### src/rtl/mux_scan_ctrl_if.sv
// Result-word channel from the scan controller to its consumer.
// Handshake: word/word_valid are driven by the master, word_ready by the slave; a word
// transfers on any rising clock edge where word_valid and word_ready are both 1, and the
// master holds word stable for as long as word_valid stays 1.
interface mux_scan_ctrl_if #(
  parameter int CH = 8
);
  logic [CH-1:0] word;
  logic          word_valid;
  logic          word_ready;

  modport master (
    output word,
    output word_valid,
    input  word_ready
  );

  modport slave (
    input  word,
    input  word_valid,
    output word_ready
  );
endinterface

### src/rtl/mux_scan_ctrl.sv
// Select sequencer and capture stage for an 8:1 mux: steps the select, samples y per
// channel after a settle window and hands the assembled word downstream.
module mux_scan_ctrl #(
  parameter  int NSEL   = 3,
  parameter  int SETTLE = 1,
  localparam int CH     = 2 ** NSEL
) (
  input  logic            clk,
  input  logic            rst_n,
  input  logic            start,
  input  logic            cont,
  input  logic            clr,
  input  logic            y,
  output logic [NSEL-1:0] s,
  output logic            busy,
  output logic            overrun,
  output logic [1:0]      state_dbg,
  mux_scan_ctrl_if.master wb
);

  typedef enum logic [1:0] {
    ST_IDLE   = 2'd0,
    ST_SETTLE = 2'd1,
    ST_SAMPLE = 2'd2
  } state_t;

  // With no settle window a channel is sampled one cycle after its select is driven.
  localparam state_t     FIRST_ST = (SETTLE == 0) ? ST_SAMPLE : ST_SETTLE;
  localparam logic [3:0] SETTLE_C = 4'(SETTLE);
  localparam logic [NSEL-1:0] LAST_CH = NSEL'(CH - 1);

  state_t          state_q, state_d;
  logic [NSEL-1:0] s_q, s_d;
  logic [3:0]      cnt_q, cnt_d;
  logic            busy_q, busy_d;
  logic [CH-1:0]   shadow_q, shadow_d;
  logic [CH-1:0]   word_q, word_d;
  logic            valid_q, valid_d;
  logic            overrun_q, overrun_d;

  logic            last_ch;
  logic            can_commit;

  assign last_ch    = (s_q == LAST_CH);
  // The slot is free if empty, or if the current word leaves on this very edge.
  assign can_commit = !valid_q || wb.word_ready;

  always_comb begin
    state_d   = state_q;
    s_d       = s_q;
    cnt_d     = cnt_q;
    busy_d    = busy_q;
    shadow_d  = shadow_q;
    word_d    = word_q;
    valid_d   = valid_q;
    overrun_d = overrun_q;

    if (clr) begin
      overrun_d = 1'b0;
    end
    if (valid_q && wb.word_ready) begin
      valid_d = 1'b0;
    end

    case (state_q)
      ST_IDLE: begin
        if (start) begin
          s_d     = '0;
          cnt_d   = '0;
          busy_d  = 1'b1;
          state_d = FIRST_ST;
        end
      end

      ST_SETTLE: begin
        cnt_d = cnt_q + 4'd1;
        if ((cnt_q + 4'd1) == SETTLE_C) begin
          state_d = ST_SAMPLE;
        end
      end

      ST_SAMPLE: begin
        shadow_d[s_q] = y;
        cnt_d         = '0;
        if (!last_ch) begin
          s_d     = s_q + NSEL'(1);
          state_d = FIRST_ST;
        end else begin
          // The final channel bypasses the shadow so it lands in the word on this edge.
          if (can_commit) begin
            word_d  = {y, shadow_q[CH-2:0]};
            valid_d = 1'b1;
          end else begin
            overrun_d = 1'b1;
          end
          s_d = '0;
          if (cont) begin
            state_d = FIRST_ST;
          end else begin
            state_d = ST_IDLE;
            busy_d  = 1'b0;
          end
        end
      end

      default: begin
        state_d = ST_IDLE;
        busy_d  = 1'b0;
      end
    endcase
  end

  always_ff @(posedge clk or negedge rst_n) begin
    if (!rst_n) begin
      state_q   <= ST_IDLE;
      s_q       <= '0;
      cnt_q     <= '0;
      busy_q    <= 1'b0;
      shadow_q  <= '0;
      word_q    <= '0;
      valid_q   <= 1'b0;
      overrun_q <= 1'b0;
    end else begin
      state_q   <= state_d;
      s_q       <= s_d;
      cnt_q     <= cnt_d;
      busy_q    <= busy_d;
      shadow_q  <= shadow_d;
      word_q    <= word_d;
      valid_q   <= valid_d;
      overrun_q <= overrun_d;
    end
  end

  assign s             = s_q;
  assign busy          = busy_q;
  assign overrun       = overrun_q;
  assign state_dbg     = state_q;
  assign wb.word       = word_q;
  assign wb.word_valid = valid_q;

endmodule

### src/flat_wrapper.sv
// flat-port wrapper written by rule: the top's interface ports become plain ports
module mux_scan_ctrl_flat 
#(
  parameter  int NSEL   = 3,
  parameter  int SETTLE = 1,
  localparam int CH     = 2 ** NSEL
)
  (clk, rst_n, start, cont, clr, y, s, busy, overrun, state_dbg, wb_word, wb_word_valid, wb_word_ready);
  mux_scan_ctrl_if #(.CH(8)) wb_i ();
  input  logic clk;
  input  logic rst_n;
  input  logic start;
  input  logic cont;
  input  logic clr;
  input  logic y;
  output logic [NSEL-1:0] s;
  output logic busy;
  output logic overrun;
  output logic [1:0] state_dbg;
  output wire logic [$bits(wb_i.word)-1:0] wb_word;
  output wire logic [$bits(wb_i.word_valid)-1:0] wb_word_valid;
  input wire logic [$bits(wb_i.word_ready)-1:0] wb_word_ready;
  assign wb_word = wb_i.word;
  assign wb_word_valid = wb_i.word_valid;
  assign wb_i.word_ready = wb_word_ready;
  mux_scan_ctrl #(.NSEL(NSEL), .SETTLE(SETTLE)) u_core (.clk(clk), .rst_n(rst_n), .start(start), .cont(cont), .clr(clr), .y(y), .s(s), .busy(busy), .overrun(overrun), .state_dbg(state_dbg), .wb(wb_i));
endmodule
### config.mk
export PLATFORM = sky130hd
export DESIGN_NAME = mux_scan_ctrl_flat
export DESIGN_NICKNAME = d
export VERILOG_FILES = /design/src/rtl/mux_scan_ctrl_if.sv /design/src/rtl/mux_scan_ctrl.sv /design/src/flat_wrapper.sv
export SDC_FILE = /design/constraint.sdc
export NUM_CORES = 1
export LEC_CHECK = 0
export ABC_CLOCK_PERIOD_IN_PS = 4600
export CORE_MARGIN = 2
export CORE_UTILIZATION = 38
export CTS_CLUSTER_DIAMETER = 150
export DETAILED_ROUTE_END_ITERATION = 8
export PLACE_DENSITY = 0.68
export SLEW_MARGIN = 40
export SYNTH_ARGS = -nofsm -noshare
export SYNTH_HDL_FRONTEND = slang
export SYNTH_SLANG_ARGS = --single-unit
### constraint.sdc
create_clock -name clk -period 4.6 [get_ports clk]
set_input_delay 0.46 -clock clk [delete_from_list [all_inputs] [get_ports clk]]
set_output_delay 0.46 -clock clk [all_outputs]
set_load 0.03 [all_outputs]
Yosys cells after proc, flatten, opt, wreduce, memory -nomap -nowiden

Index checks and enable logic that the tools add are counted.

Add/subtract/negate cells: 2
$mul: 0
Divide/modulo/power cells: 0
Magnitude comparators: 2
Equality and inequality tests: 8
Shifts and indexed selects: 0
Multiplexer cells: 25
Bitwise logic cells: 1
Reductions and logical operators: 12

Operators by type and width:

| cell                                                               | count |
|---|---|
| two-way mux 1 bit                                                  | 13 |
| one-hot mux 4 bit (3 select lines)                                 | 1 |
| bitwise mux 8 bit                                                  | 1 |
| two-way mux 2 bit                                                  | 3 |
| two-way mux 3 bit                                                  | 2 |
| one-hot mux 2 bit (3 select lines)                                 | 1 |
| one-hot mux 3 bit (2 select lines)                                 | 1 |
| AND reduction 2 bit                                                | 3 |
| adder 4 x 1 -> 4 bit (second input constant)                       | 1 |
| == test 4 x 1 -> 1 bit (second input constant)                     | 1 |
| less-than comparator 3 x 4 -> 1 bit (second input constant)        | 1 |
| two-way mux 4 bit                                                  | 1 |
| != test 2 x 1 -> 1 bit (second input constant)                     | 2 |
| != test 2 bit (second input constant)                              | 2 |
| AND reduction 4 bit                                                | 1 |
| adder 3 x 1 -> 3 bit (second input constant)                       | 1 |
| demux 1 bit (select 3 bit)                                         | 1 |
| == test 3 bit (second input constant)                              | 1 |
| greater-or-equal comparator 3 x 1 -> 1 bit (second input constant) | 1 |
| one-hot mux 1 bit (3 select lines)                                 | 1 |
| AND reduction 3 bit                                                | 1 |
| nonzero test 3 bit                                                 | 1 |
| == test 2 x 1 -> 1 bit (second input constant)                     | 1 |
| == test 2 bit (second input constant)                              | 1 |
| 6 further kinds                                                    | 7 |

Flip-flop bits (word level): 28
Bits in latches: 0
Bits in writable memories: 0
Bits in read-only memories: 0
Output and inout port bits: 16
Memories kept: 0

Longest topological paths before layout

Gate-level depths: netlist of run 1.

Word-level depth: 5
Depth in mapped cells: 5
Depth with buffers taken out: 5

Worst setup path after synthesis of run 1

Ideal clock, no wire load.

Kind: reg-to-reg
Start point: register u_core.s_q[1] (netlist: u_core.s[1])
End point: register u_core.word_q[7] (netlist: u_core.wb.word[7])
Library setup time: 0.125 ns
Arrival time: 1.589 ns
Data required time: 4.475 ns
Slack: 2.886 ns
Cell stages (with the launch flop): 6
Path buffers: 1
Period minus slack after synthesis: 1.714 ns
Cell sequence: dfrtp_1 ha_1 ha_1 and3_1 buf_6 mux2_2

Longest elaborated chain between the ends: 2

RTL lines:

| item                          | RTL line             | text |
|---|---|---|
| start: declaration            | mux_scan_ctrl.sv:33  | `logic [NSEL-1:0] s_q, s_d;` |
| start signal: assignment      | mux_scan_ctrl.sv:116 | `s_q <= '0;` |
| start signal: assignment      | mux_scan_ctrl.sv:125 | `s_q <= s_d;` |
| == test 3 bit                 | mux_scan_ctrl.sv:44  | `assign last_ch = (s_q == LAST_CH);` |
| AND reduction 3 bit (no line) | --                   |  |
| end signal: assignment        | mux_scan_ctrl.sv:129 | `word_q <= word_d;` |
| end: declaration              | mux_scan_ctrl.sv:37  | `logic [CH-1:0] word_q, word_d;` |

No other way between the ends.
A chain may end at the register's enable or synchronous reset.

Final worst setup path of run 1

Start point: register u_core.state_q[0] (netlist: u_core.state_dbg[0])
End point: output state_dbg[0]

RTL lines:

| item                     | RTL line             | text |
|---|---|---|
| start: declaration       | mux_scan_ctrl.sv:32  | `state_t state_q, state_d;` |
| start signal: assignment | mux_scan_ctrl.sv:124 | `state_q <= state_d;` |
| end: declaration         | flat_wrapper.sv:19   | `output logic [1:0] state_dbg;` |

No word-level cell between the ends.

==> reports/qor.yml, run 1 <==
status: "complete, no violations"
fin_util_pct: 49.7
fmax_mhz: 458
cts_root_buf: "clkbuf_4"
area_growth_pct: 22.1
hold_class: "input pin to async pin"
core_sq_um: 3100
hold_viol_final: 0
cts_made_buffers: 3
post_cts_buffers: 0
crit_family: "buffers and inverters"
dp_hpwl_mm: 1.56
die_x_um: 61.7
post-route-min-period_ns: 2.18
start_util_pct: 40.7
worstSkewPairLatency_ns: 0.31
multi_input_area_sq_um: 534
cts_max_path_buffers: 2
drt_first_pass_iters: 4
ios: 23
cp_max_fo: 16
syn-cell-area_sq_um: 1260
power_mw: 0.681
p_int_mw: 0.434
yosysTopAreaCellShare_pct: 53.5
clock_power_share_pct: 14.3
setup_viol: 0
ys_top_cells_by_area: "dfrtp_1 53%, mux2_2 12%, ha_1 4.0%"
num_vias: 855
grt_pass1_wl_mm: 3.82
port_buffers: 22
synth_ff_type: "dfrtp_1"
worst_pin_slew_ns: 0.458
place_ws_ns: 2.63
power.switching_mw: 0.247
nNetsFinal: 140
regArea_sq_um: 676
cp_data_required_time_ns: 4.14
finalWirelength_mm: 2.12
worstSetupStartpointType: "flop"
antenna_cells: 0
max_cap_viol_count: 0
ys_ff_latch: 27
powerDensity_nw_per_um2: 442
detail_route.wl_per_cell_um: 12.3
synth_cells: 105
gr-total-overflow: 0
crit_chain: "clkdlybuf4s50_1"
yosys_warnings: 0
max_stage_delay_ns: 0.76
seq_power_share_pct: 52.5
yosysMostFrequentCell: "dfrtp_1"
ir_drop_uv: 251
cp_data_arrival_time_ns: 1.72
cts_tree: "done"
fin_worst_skew_ns: 0.00620
h-tree-depth: 1
holdBufCountCts: 0
ys_types: 32
setup_slack_ns: 2.42
drt_iter0_markers: 23
synth-edff-count: 0
antenna_left: 0
die-area_sq_um: 3800
final_max_slew_viol_count: 0
rows: 20
rsz0062_at_grt: "false"
p_sw_share_pct: 36.3
syn_area_per_cell_sq_um: 12.0
cp-end-kind: "output port"
path_class: "flop to output port"
grt_pass1_vias: 818
antenna_found_initial: 0
synth.top_cells.by_count: "27 x dfrtp_1, 14 x mux2_2, 6 x inv_1, 5 x a22o_1"
min_period_over_period_pct: 47.4
cts_resized: 0
grt_max_degree: 28
whs_ns: 0.507
dieHeight_um: 61.7
leakage_nw: 0.680
drc: 0
synth_nets: 116
grt.total_usage_pct: 13.6
combPwrFrac_pct: 33.1
cp_slowest_cell: "clkdlybuf4s50_1"
cts.sinks: 27
timing.setup.tns_ns: 0
ys_seq_area_share_pct: 53.5
fill_cells: 327
async_flop_share_pct: 100
synth.largest_area_cell: "dfrtp_1"
relSlewSlack_pct: 69.4
cts.clk_slew.worst_paths_ns: 0.14
drive_gt1_share_pct: 16.4
globalplace.congestion: 0.810
viasPerCell: 4.97
critPathBufInv: 1
-- logic make-up after synthesis --
group | count (synthesis) | synth area share, %
compound gates | 19 | 10.6
xor+xnor | 1 | 0.693
fa+ha+maj | 4 | 3.96
buf+inv | 10 | 4.26
flops | 27 | 53.5
mux | 16 | 14.3
simple gates | 28 | 12.8
-- routing by layer --
layer	up-vias	routed length (um)	track usage (%)
li1	422	-	-
met1	415	1050	18.5
met2	16	997	21.8
met3	2	55	2.52
met4	0	9	4.56
met5	-	0	0
-- power groups by stage --
stage	Combinational (mW)	Clock [mW]	Sequential, mW
after floorplan	0.142	0	0.371
after global placement	0.221	0	0.360
after detailed placement	0.229	0	0.362
after CTS	0.230	0.106	0.358
after global routing	0.254	0.114	0.374
final	0.226	0.0977	0.358
-- stage by stage --
stage | instances | instance area (sq um)
finish | 172 | 1540
global route | 172 | 1540
CTS | 172 | 1540
detailed placement | 168 | 1520
global placement | 168 | 1520
floorplan | 105 | 1260
-- cells in the final DEF (no fill, tap or decap), types with 2 or more instances in the layout --
master	instances
dfrtp_1	27
clkdlybuf4s50_1	22
mux2_2	14
inv_1	6
a22o_1	5
nand2_1	4
nor2_1	4
ha_1	4
nor3b_1	3
nand3_1	3
o21ai_0	3
nor3_1	3
clkbuf_4	3
nand2b_1	2
o22ai_1	2
nand3b_1	2
mux2_1	2
o211ai_1	2
nor2b_1	2
a21oi_1	2
-- area by class of cell --
class,instances,share of cell area (%)
Tap cell,44,3.57
Clock inverter,1,0.324
Multi-Input combinational cell,68,34.6
Sequential cell,27,43.8
Inverter,6,1.46
Clock buffer,3,1.46
Timing Repair Buffer,23,14.8
-- state kept, by name, summed over array words and instances (netlist names) --
| name | cells |
|---|---|
| u_core.wb.word | 8 |
| u_core.shadow_q | 7 |
| u_core.busy | 1 |
| u_core.cnt_q | 4 |
| u_core.s | 3 |
| u_core.wb.word_valid | 1 |
| u_core.state_dbg | 2 |
| u_core.overrun | 1 |
-- final timing paths --
kind                                     start                 end  slack (ns)  depth (start not counted)
max                        u_core.state_dbg[0]        state_dbg[0]        2.42                          1
min                                      rst_n   u_core.wb.word[0]        0.51                          2
max reg2reg                u_core.state_dbg[1]   u_core.wb.word[6]        2.64                          3
min reg2reg                 u_core.shadow_q[6]  u_core.shadow_q[6]        0.51                          1
max in group asynchronous                rst_n         u_core.s[2]        3.84                          2
min in group clk            u_core.shadow_q[6]  u_core.shadow_q[6]        0.51                          1
Note: power is estimated with default switching activity, not from simulation.
==> inputs of run 2 (changes only) <==
--- a/config.mk
+++ b/config.mk
@@ -5,7 +5,7 @@
 export SDC_FILE = /design/constraint.sdc
 export NUM_CORES = 1
 export LEC_CHECK = 0
-export ABC_CLOCK_PERIOD_IN_PS = 4600
+export ABC_CLOCK_PERIOD_IN_PS = 2200
 export CORE_MARGIN = 2
 export CORE_UTILIZATION = 38
 export CTS_CLUSTER_DIAMETER = 150
==> constraint.sdc (replaced) <==
create_clock -name clk -period 2.2 [get_ports clk]
set_input_delay 0.22 -clock clk [delete_from_list [all_inputs] [get_ports clk]]
set_output_delay 0.22 -clock clk [all_outputs]
set_load 0.03 [all_outputs]
==> run 2 against run 1 <==
  * Sequential power is 96% higher
  * Combinational power grew 140%
  * Non-clock buffer count is 2 higher
  * Highest routed layer unchanged
  * Total power up 120%
  * Sequential cell count unchanged
  * Clock skew down 0.0043 ns
  * Critical endpoint unchanged
  * Largest power group unchanged
  * Utilization is 0.56 points higher
  * Critical path type unchanged
  * Die area did not move
  * Clock-buffer cell count unchanged
  * Register-to-register slack got worse by 2.3 ns
  * First-iteration DRC count down 26%
  * Cell count grew 1.2%
==> reports/qor.yml, run 2 (same netlist as run 1, synthesis figures left out) <==
ir_drop_uv: 584  # +130%
max_cap_viol_count: 0  # unchanged
hold_viol_final: 0  # unchanged
antenna_left: 0  # unchanged
setup_viol: 0  # unchanged
cp_max_fo: 15  # -1
fin_util_pct: 50.3  # +0.56 points
largest_reg_flops: 8  # unchanged
num_vias: 890  # +4.1%
cp_data_required_time_ns: 1.98  # -2.16 ns
grt_max_degree: 28  # unchanged
gr-total-overflow: 0  # unchanged
fill_cells: 308  # -5.8%
grt.total_usage_pct: 14.0  # +0.45 points
dieHeight_um: 61.7  # unchanged
relSlewSlack_pct: 75.2  # +5.8 points
status: "complete, no violations"
area_growth_pct: 23.5
worstSkewPairLatency_ns: 0.33  # +0.02 ns
globalplace.congestion: 0.747  # -7.7%
die_x_um: 61.7  # unchanged
drc: 0  # unchanged
max_stage_delay_ns: 0.69  # -0.07 ns
regArea_sq_um: 676  # unchanged
fmax_mhz: 547
final_common_cell: "dfrtp_1"
worstSetupStartpointType: "flop"
hold_class: "input pin to async pin"
nNetsFinal: 142  # +1.4%
placed_cells: 170  # +1.2%
drt_iter0_markers: 17  # -26%
drt_first_pass_iters: 4  # unchanged
holdBufCountCts: 0  # unchanged
post-route-min-period_ns: 1.83
port_buffers: 22  # unchanged
drive_gt1_share_pct: 17.7  # +1.3 points
grt_pass1_wl_mm: 3.96  # +3.8%
cp_data_arrival_time_ns: 1.61  # -0.11 ns
final_cell_mix: "27 x dfrtp_1, 22 x clkdlybuf4s50_1, 14 x mux2_2, 6 x inv_1, 5 x a22o_1"
detail_route.wl_per_cell_um: 12.8  # +4.3%
rows: 20  # unchanged
leakage_nw: 0.687  # +0.94%
core_sq_um: 3100  # unchanged
instances_no_fill: 174  # +1.2%
fin_worst_skew_ns: 0.00187  # -0.00433 ns
cp_slowest_cell: "clkdlybuf4s50_1"
rsz0062_at_grt: "false"
finalWirelength_mm: 2.23  # +5.5%
h-tree-depth: 1  # unchanged
grt_pass1_vias: 851  # +4.0%
min_period_over_period_pct: 83.1
crit_chain: "buf_4, clkdlybuf4s50_1"
dp_hpwl_mm: 1.62  # +3.9%
die-area_sq_um: 3800  # unchanged
cts.sinks: 27  # unchanged
final_max_slew_viol_count: 0  # unchanged
viasPerCell: 5.11  # +2.9%
cts_max_path_buffers: 2  # unchanged
antenna_cells: 0  # unchanged
powerDensity_nw_per_um2: 945  # +110%
ios: 23  # unchanged
cts_resized: 0  # unchanged
timing.setup.tns_ns: 0  # unchanged
cp-end-kind: "output port"
start_util_pct: 40.7  # unchanged
cts.clk_slew.worst_paths_ns: 0.15  # about the same
antenna_found_initial: 0  # unchanged
multi_input_area_sq_um: 534  # unchanged
cts_tree: "done"
worst_pin_slew_ns: 0.372  # -0.0866 ns
post_cts_buffers: 0  # unchanged
cts_made_buffers: 3  # unchanged
path_class: "flop to output port"
cts_root_buf: "clkbuf_4"
==> run 2: cell type report <==
| cell class | instances | area share [%] |
|---|---|---|
| flip-flops and latches | 27 | 43.3 |
| multi-input cells | 68 | 34.2 |
| repair buffers | 25 | 15.6 |
| well taps | 44 | 3.53 |
| clock buffers | 3 | 1.44 |
| inverters | 6 | 1.44 |
| clock inverters | 1 | 0.481 |
==> run 2: stage by stage <==
| step | setup slack (ns) | hold WS, ns | cell area [sq um] | power, mW |
|---|---|---|---|---|
| after floorplan | 0.486 | -0.0756 | 1260 | 1.07 |
| after global placement | 0.495 | 0.471 | 1530 | 1.24 |
| after detailed placement | 0.374 | 0.483 | 1530 | 1.26 |
| after CTS | 0.344 | 0.241 | 1560 | 1.49 |
| after global routing | 0.257 | 0.238 | 1560 | 1.59 |
| final | 0.372 | 0.240 | 1560 | 1.47 |
==> run 2: layer usage <==
| layer | GRT usage, % | share of wire, % | vias to the layer above |
|---|---|---|---|
| li1 | - | - | 428 |
| met1 | 18.0 | 45 | 436 |
| met2 | 23.5 | 49 | 22 |
| met3 | 4.62 | 4.7 | 4 |
| met4 | 2.74 | 1.2 | 0 |
| met5 | 0 | 0 | - |
==> run 2: worst paths after layout <==
check	slack, ns	cells past startpoint	end	from
worst max-delay path	0.37	2	state_dbg[0]	u_core.state_dbg[0]
worst min-delay path	0.24	2	u_core.wb.word[4]	rst_n
worst max register to register	0.38	4	u_core.wb.word[7]	u_core.s[1]
worst min register to register	0.51	1	u_core.shadow_q[6]	u_core.shadow_q[6]
max in group asynchronous	1.71	2	u_core.overrun	rst_n
min in group clk	0.46	2	u_core.overrun	clr
==> run 2: critical path: cells and delay by family (launching register included) <==
| kind | cells | cell delay, ns |
|---|---|---|
| buffers and inverters | 2 | 0.89 |
| DFF | 1 | 0.38 |
==> run 2: power by group <==
| part | total, mW | internal [mW] | switching, mW |
|---|---|---|---|
| combinational | 0.551 | 0.263 | 0.288 |
| clock | 0.221 | 0.0696 | 0.151 |
| sequential | 0.702 | 0.596 | 0.106 |
| total | 1.47 | 0.928 | 0.545 |
